--- src/rtl/cpu_sequencer.sv ---
// ---------------------------------------------------------------------------
// cpu_sequencer
//   Control unit and run sequencer for the single-cycle CPU datapath.
//   Decodes the 5-bit opcodeFunc field, evaluates branch conditions against
//   the C/Z flags and drives every datapath control strobe.  On top of plain
//   decode it provides run/halt/single-step control, programmable data-memory
//   wait states and return-stack depth fault tracking.
//
// Ports
//   clk          in   rising-edge clock
//   rst          in   asynchronous reset, active-low
//   run          in   level: 1 = execute, 0 = finish current instruction, idle
//   step_mode    in   1 = pause after every retired instruction
//   step         in   one-cycle pulse: leave PAUSE and execute one instruction
//   opcodeFunc   in   [4:0] opcode/function from instruction memory
//   halt         in   halt instruction flag from instruction memory
//   Cout, Zout   in   carry / zero flag registers
//   pcEn .. zWriteEn  out  datapath strobes (combinational from state/opcode)
//   aluOp        out  [3:0] ALU operation select
//   state_o      out  [2:0] IDLE=0 EXEC=1 MEM=2 PAUSE=3 HALTED=4 FAULT=5
//   fault        out  sticky stack overflow/underflow flag
//   retired      out  [CNT_W-1:0] saturating count of cycles with pcEn=1
// ---------------------------------------------------------------------------
module cpu_sequencer #(
  parameter int MEM_WAIT    = 1,
  parameter int STACK_DEPTH = 8,
  parameter int CNT_W       = 16
) (
  input  logic             clk,
  input  logic             rst,
  input  logic             run,
  input  logic             step_mode,
  input  logic             step,
  input  logic [4:0]       opcodeFunc,
  input  logic             halt,
  input  logic             Cout,
  input  logic             Zout,
  output logic             pcEn,
  output logic             push,
  output logic             pop,
  output logic             memWriteEn,
  output logic             regWriteEn,
  output logic             immAndmem,
  output logic             stm,
  output logic             ldm,
  output logic             branch,
  output logic             jmp,
  output logic             ret,
  output logic             cWriteEn,
  output logic             zWriteEn,
  output logic [3:0]       aluOp,
  output logic [2:0]       state_o,
  output logic             fault,
  output logic [CNT_W-1:0] retired
);

  localparam logic [2:0] S_IDLE   = 3'd0;
  localparam logic [2:0] S_EXEC   = 3'd1;
  localparam logic [2:0] S_MEM    = 3'd2;
  localparam logic [2:0] S_PAUSE  = 3'd3;
  localparam logic [2:0] S_HALTED = 3'd4;
  localparam logic [2:0] S_FAULT  = 3'd5;

  localparam logic [4:0] OP_LDM = 5'b10100;
  localparam logic [4:0] OP_STM = 5'b10101;
  localparam logic [4:0] OP_JMP = 5'b10110;
  localparam logic [4:0] OP_JSB = 5'b10111;
  localparam logic [4:0] OP_RET = 5'b11000;
  localparam logic [4:0] OP_BZ  = 5'b11001;
  localparam logic [4:0] OP_BNZ = 5'b11010;
  localparam logic [4:0] OP_BC  = 5'b11011;
  localparam logic [4:0] OP_BNC = 5'b11100;

  localparam int DW = $clog2(STACK_DEPTH + 1);
  localparam int WW = (MEM_WAIT < 2) ? 1 : $clog2(MEM_WAIT + 1);
  localparam logic [DW-1:0] DEPTH_MAX = DW'(STACK_DEPTH);
  localparam logic [WW-1:0] WAIT_LOAD = WW'(MEM_WAIT);
  localparam bit            MEM_STALL = (MEM_WAIT > 0);

  // Full set of strobes an instruction asserts in its retirement cycle (pcEn excluded).
  typedef struct packed {
    logic       push;
    logic       pop;
    logic       mem_we;
    logic       reg_we;
    logic       imm;
    logic       stm;
    logic       ldm;
    logic       branch;
    logic       jmp;
    logic       ret;
    logic       c_we;
    logic       z_we;
    logic [3:0] alu;
  } ctrl_t;

  function automatic ctrl_t f_decode(input logic [4:0] op, input logic c, input logic z);
    ctrl_t d;
    d = '0;
    casez (op)
      5'b00???: begin
        d.alu    = {1'b0, op[2:0]};
        d.reg_we = 1'b1;
        d.c_we   = 1'b1;
        d.z_we   = 1'b1;
      end
      5'b01???: begin
        d.alu    = {1'b0, op[2:0]};
        d.imm    = 1'b1;
        d.reg_we = 1'b1;
        d.c_we   = 1'b1;
        d.z_we   = 1'b1;
      end
      5'b100??: begin
        d.alu    = {2'b10, op[1:0]};
        d.imm    = 1'b1;
        d.reg_we = 1'b1;
        d.c_we   = 1'b1;
        d.z_we   = 1'b1;
      end
      OP_LDM: begin
        d.imm    = 1'b1;
        d.ldm    = 1'b1;
        d.reg_we = 1'b1;
      end
      OP_STM: begin
        d.imm    = 1'b1;
        d.stm    = 1'b1;
        d.mem_we = 1'b1;
      end
      OP_JMP: d.jmp = 1'b1;
      OP_JSB: begin
        d.jmp  = 1'b1;
        d.push = 1'b1;
      end
      OP_RET: begin
        d.ret = 1'b1;
        d.pop = 1'b1;
      end
      OP_BZ:   d.branch = z;
      OP_BNZ:  d.branch = ~z;
      OP_BC:   d.branch = c;
      OP_BNC:  d.branch = ~c;
      default: d = '0;
    endcase
    return d;
  endfunction

  logic [2:0]       r_state;
  logic [WW-1:0]    r_wait;
  logic [4:0]       r_op;
  logic [DW-1:0]    r_depth;
  logic             r_fault;
  logic [CNT_W-1:0] r_retired;

  logic [2:0]       w_state_nxt;
  logic [WW-1:0]    w_wait_nxt;
  logic [4:0]       w_op_nxt;
  logic [DW-1:0]    w_depth_nxt;
  logic             w_fault_nxt;
  logic             w_pc_en;
  ctrl_t            w_ctrl;
  ctrl_t            w_dec;
  logic [4:0]       w_op;
  logic             w_is_mem;
  logic             w_stack_err;
  logic [2:0]       w_exit_state;

  // During the memory wait the latched opcode drives decode, so a changing
  // instruction bus cannot disturb the strobes of the stalled access.
  assign w_op        = (r_state == S_MEM) ? r_op : opcodeFunc;
  assign w_dec       = f_decode(w_op, Cout, Zout);
  assign w_is_mem    = (opcodeFunc == OP_LDM) || (opcodeFunc == OP_STM);
  assign w_stack_err = ((opcodeFunc == OP_JSB) && (r_depth == DEPTH_MAX)) ||
                       ((opcodeFunc == OP_RET) && (r_depth == {DW{1'b0}}));
  // Where to go once an instruction retires: run has priority over single-step.
  assign w_exit_state = (!run) ? S_IDLE : (step_mode ? S_PAUSE : S_EXEC);

  // Next-state, strobe decode and bookkeeping updates.
  always_comb begin
    w_ctrl      = '0;
    w_pc_en     = 1'b0;
    w_state_nxt = r_state;
    w_wait_nxt  = r_wait;
    w_op_nxt    = r_op;
    w_depth_nxt = r_depth;
    w_fault_nxt = r_fault;
    case (r_state)
      S_IDLE: begin
        if (run) begin
          w_state_nxt = S_EXEC;
        end else begin
          w_state_nxt = S_IDLE;
        end
      end
      S_EXEC: begin
        if (halt) begin
          w_state_nxt = S_HALTED;
        end else if (w_stack_err) begin
          w_fault_nxt = 1'b1;
          w_state_nxt = S_FAULT;
        end else if (w_is_mem && MEM_STALL) begin
          // Address phase only: write strobes and pcEn wait for the last MEM cycle.
          w_ctrl.alu  = w_dec.alu;
          w_ctrl.imm  = w_dec.imm;
          w_ctrl.ldm  = w_dec.ldm;
          w_ctrl.stm  = w_dec.stm;
          w_wait_nxt  = WAIT_LOAD;
          w_op_nxt    = opcodeFunc;
          w_state_nxt = S_MEM;
        end else begin
          w_ctrl      = w_dec;
          w_pc_en     = 1'b1;
          w_state_nxt = w_exit_state;
          if (w_dec.push) begin
            w_depth_nxt = r_depth + DW'(1);
          end else if (w_dec.pop) begin
            w_depth_nxt = r_depth - DW'(1);
          end else begin
            w_depth_nxt = r_depth;
          end
        end
      end
      S_MEM: begin
        w_ctrl.alu = w_dec.alu;
        w_ctrl.imm = w_dec.imm;
        w_ctrl.ldm = w_dec.ldm;
        w_ctrl.stm = w_dec.stm;
        // The counter decrements to zero in this cycle, so the access retires now.
        if (r_wait <= WW'(1)) begin
          w_ctrl.mem_we = w_dec.mem_we;
          w_ctrl.reg_we = w_dec.reg_we;
          w_pc_en       = 1'b1;
          w_wait_nxt    = {WW{1'b0}};
          w_state_nxt   = w_exit_state;
        end else begin
          w_wait_nxt = r_wait - WW'(1);
        end
      end
      S_PAUSE: begin
        if (step) begin
          w_state_nxt = S_EXEC;
        end else if (!run) begin
          w_state_nxt = S_IDLE;
        end else begin
          w_state_nxt = S_PAUSE;
        end
      end
      S_HALTED: w_state_nxt = S_HALTED;
      S_FAULT:  w_state_nxt = S_FAULT;
      default: begin
        // Unreachable encodings are treated as a fault so control stays quiet.
        w_fault_nxt = 1'b1;
        w_state_nxt = S_FAULT;
      end
    endcase
  end

  // State, wait counter, latched opcode, stack depth and fault flag.
  always_ff @(posedge clk or negedge rst) begin
    if (!rst) begin
      r_state <= S_IDLE;
      r_wait  <= {WW{1'b0}};
      r_op    <= 5'd0;
      r_depth <= {DW{1'b0}};
      r_fault <= 1'b0;
    end else begin
      r_state <= w_state_nxt;
      r_wait  <= w_wait_nxt;
      r_op    <= w_op_nxt;
      r_depth <= w_depth_nxt;
      r_fault <= w_fault_nxt;
    end
  end

  // Saturating retired-instruction counter.
  always_ff @(posedge clk or negedge rst) begin
    if (!rst) begin
      r_retired <= {CNT_W{1'b0}};
    end else if (w_pc_en && (r_retired != {CNT_W{1'b1}})) begin
      r_retired <= r_retired + CNT_W'(1);
    end else begin
      r_retired <= r_retired;
    end
  end

  assign pcEn       = w_pc_en;
  assign push       = w_ctrl.push;
  assign pop        = w_ctrl.pop;
  assign memWriteEn = w_ctrl.mem_we;
  assign regWriteEn = w_ctrl.reg_we;
  assign immAndmem  = w_ctrl.imm;
  assign stm        = w_ctrl.stm;
  assign ldm        = w_ctrl.ldm;
  assign branch     = w_ctrl.branch;
  assign jmp        = w_ctrl.jmp;
  assign ret        = w_ctrl.ret;
  assign cWriteEn   = w_ctrl.c_we;
  assign zWriteEn   = w_ctrl.z_we;
  assign aluOp      = w_ctrl.alu;
  assign state_o    = r_state;
  assign fault      = r_fault;
  assign retired    = r_retired;

endmodule

--- config.mk ---
export PLATFORM = sky130hd
export DESIGN_NAME = cpu_sequencer
export DESIGN_NICKNAME = d
export VERILOG_FILES = /design/src/rtl/cpu_sequencer.sv
export SDC_FILE = /design/constraint.sdc
export NUM_CORES = 1
export LEC_CHECK = 0
export CORE_AREA = 10 10 76 72
export CTS_CLUSTER_SIZE = 25
export DETAILED_ROUTE_END_ITERATION = 8
export DIE_AREA = 0 0 86 82
export MAX_ROUTING_LAYER = met4
export PLACE_DENSITY = 0.84
export SLEW_MARGIN = 20
export SYNTH_ARGS = -nofsm -noshare
export SYNTH_HDL_FRONTEND = slang
export SYNTH_SLANG_ARGS = --single-unit
--- constraint.sdc ---
create_clock -name clk -period 6.7 [get_ports clk]
set_input_delay 1.34 -clock clk [delete_from_list [all_inputs] [get_ports clk]]
set_output_delay 1.34 -clock clk [all_outputs]
set_load 0.01 [all_outputs]
==> metrics.txt <==
CP endpoint kind=output pin; Startpoint Class=input port; layout cells sized above 1=9.68%; synth top area cells=dfrtp_1 (38%), xor2_1 (6.0%), mux2i_1 (4.7%); Syn Inst Count=197; post-synth top area cell=dfrtp_1; # setup viols final=0; drt pass-1 iters=4; Seq/Total Area, Yosys=38.2%; Die Height=82 um; worst path bufs/invs=3; via count=1713; Critical Path Slowest Stage Cell=or4bb_1; IO buf count=just under 50; power share of the combinational group=19.9%; hold buffers post-CTS=0; Clock Tree Root=clkbuf_8; Clk Latency, worst-skew pair=0.28 ns; Initial Utilization=48.3%; Most common cell on crit path=clkdlybuf4s50_1; clock power share=~37%; # fillers=327; unrepaired setup endpoints after global routing=no; ant diodes=0; Clock Sinks=29; IO Pins=50; DRT antenna net count=0; RePlAce Congestion=0.935; min Tclk post-route=5.31 ns; final wirelength=4920 um; Final TNS setup=0 ns; count of different cell masters after synthesis=47; drt via density=just under 6; GR Overflow Total=0; Hold WS=0.504 ns; htree depth=2; P&R area growth vs syn=32.9%; post-DP HPWL=3700 um; syn_area_per_cell=around 9.6 um2; P_int=~0.37 mW; power per cell area=200 nW/um2; TritonCTS buffer count=5; clock buffer depth=2; DR DRC count=0; vias in the first global route=about 1600; Die W=86 um; Mapped Area=1900 um2; Worst slew margin=34.4%; Switching Fraction=26.7%; TritonCTS clock tree=built; CP max stage delay=0.63 ns; Hold Fails Final Rpt=0; largest net degree at the start of global routing=30; global-route usage over all layers=14.5%; Net Sw Power=about 0.13 mW; family with the most delay on the worst path=buffers and inverters; post-CTS setup buffer count=0; Cell Rows=22; #FFs+latches synth=29; CORE AREA=3940 um2; outcome=finished, final reports clean; # Max-Cap Violations=0; Max Clock Skew=0.0103 ns; Hold Path Class=reg2reg; wire length per cell=roughly 17 um; first-pass GRT wire length=about 8000 um; Syn Nets=~210; Commonest cells post-synth=dfrtp_1 (29), nor2_1 (22), nor3_1 (13), xor2_1 (13); non-filler instance count after layout=296; Post-synth EDFFs=0; worst slew pin tran=0.980 ns; fraction of registers with async set or reset after synthesis=100%; crit path max fanout=12; peak supply drop=approximately 0.22 mV; sequential share of power=between 40% and 50%; placed cell count=~290; Layout Nets=about 260; ys flop type=dfrtp_1; initial drt markers=119; Synth top area share=approximately two fifths; final worst-path cycle share=79.2%; most common cell in the netlist=dfrtp_1; worst path arrival time=between 3 and 4 ns; crit path kind=in2out; data required time of the critical path=~5.4 ns; fmax=188 MHz; Yosys Warn Count=0; leakage power=between 1 and 1.5 nW; die area=slightly above 7000 um2; CTS clk-pin slew, worst paths=0.06 ns; Post-CTS Resized=0; Max Slew Vio Count=0; initial antenna violation count=0; Cell Chain, Critical Path=clkdlybuf4s50_1 -> or4bb_1 -> and2_1 -> a21boi_2 -> inv_1 -> clkdlybuf4s50_1
## state kept, by name, summed over array words and instances, names as in the netlist
name and flops:
fault 1, r_depth 4, r_op 5, retired 16
state_o 3
## per-layer routing
layer  GRT usage (%)  vias to the layer above  wire (um)
met2            23.0                       58       2430
met4            5.10                        0         99
met5               -                        -          0
met1            17.8                      824       2150
met3            3.17                       10        240
li1                -                      821          -
## power groups by stage
stage	registers, mW	clock network, mW	logic [mW]
6_report	0.217	0.187	0.100
5_1_grt	0.221	0.196	0.111
4_1_cts	0.217	0.188	0.101
3_5_place_dp	0.219	0	0.100
3_3_place_gp	0.218	0	0.0977
2_1_floorplan	0.221	0	0.0425
## metrics by stage
stage	setup slack (ns)	util [%]	total power, mW	cell area [um2]
3_3_place_gp	1.40	61.2	0.316	2410
3_5_place_dp	1.36	61.2	0.320	2410
4_1_cts	1.38	64.1	0.507	2520
5_1_grt	1.21	64.1	0.528	2520
2_1_floorplan	2.54	-	0.263	1900
6_report	1.39	64.1	0.505	2520
## cell families (layout without fill, tap and decap cells)
family | count (synthesis) | count (layout) | synth area share [%]
DFF | 29 | 29 | 38.2
AOI/OAI and AO/OA | 23 | 23 | 8.23
buffers and inverters | 9 | 60 | 3.03
muxes | 18 | 18 | 10.7
and+or+nand+nor | 97 | 97 | 29.0
adders and majority gates | 4 | 4 | 3.03
xor gates and xnor gates | 17 | 17 | 7.83
## final timing paths
path                                from     endpoint  slack, ns  depth (start not counted)
max in group asynchronous            rst      r_op[0]       5.00                          2
min in group asynchronous            rst   retired[7]       1.43                          2
setup / recovery           opcodeFunc[4]         pcEn       1.39                          6
setup reg to reg              state_o[2]   r_depth[3]       3.43                          9
hold / removal               retired[11]  retired[11]       0.50                          1
hold reg to reg              retired[11]  retired[11]       0.50                          1
## cell usage in the layout (no fill, tap or decap), types with 2 or more instances in the layout
cell type	Yosys	routed
mux2i_1	9	9
and4_1	4	4
clkbuf_8	0	6
inv_1	2	2
nor4_1	2	2
nand4b_1	3	3
dfrtp_1	29	29
a21oi_1	6	6
mux2_2	6	6
nand3_1	7	7
nand2_1	9	9
nor3_1	13	13
xnor2_1	4	4
nor2b_1	5	5
ha_1	3	3
clkdlybuf4s50_1	0	49
nand2b_1	3	3
or2_2	2	2
or3_1	3	3
o21ai_0	3	3
and3_1	6	6
a31oi_1	5	5
xor2_1	13	13
nand4_1	9	9
mux2_4	3	3
nor2_1	22	22
## final cells by class
| class | instances | area [um2] | area share [%] |
|---|---|---|---|
| tap | 48 | 60.1 | 2.38 |
| inverter | 2 | 7.51 | 0.297 |
| clock buffer | 7 | 86.3 | 3.42 |
| timing repair buffer | 50 | 498 | 19.7 |
| multi-input combinational | 159 | 1120 | 44.3 |
| sequential | 29 | 726 | 28.7 |
| clock inverter | 1 | 30.0 | 1.19 |
(Power assumes the default switching activity.)
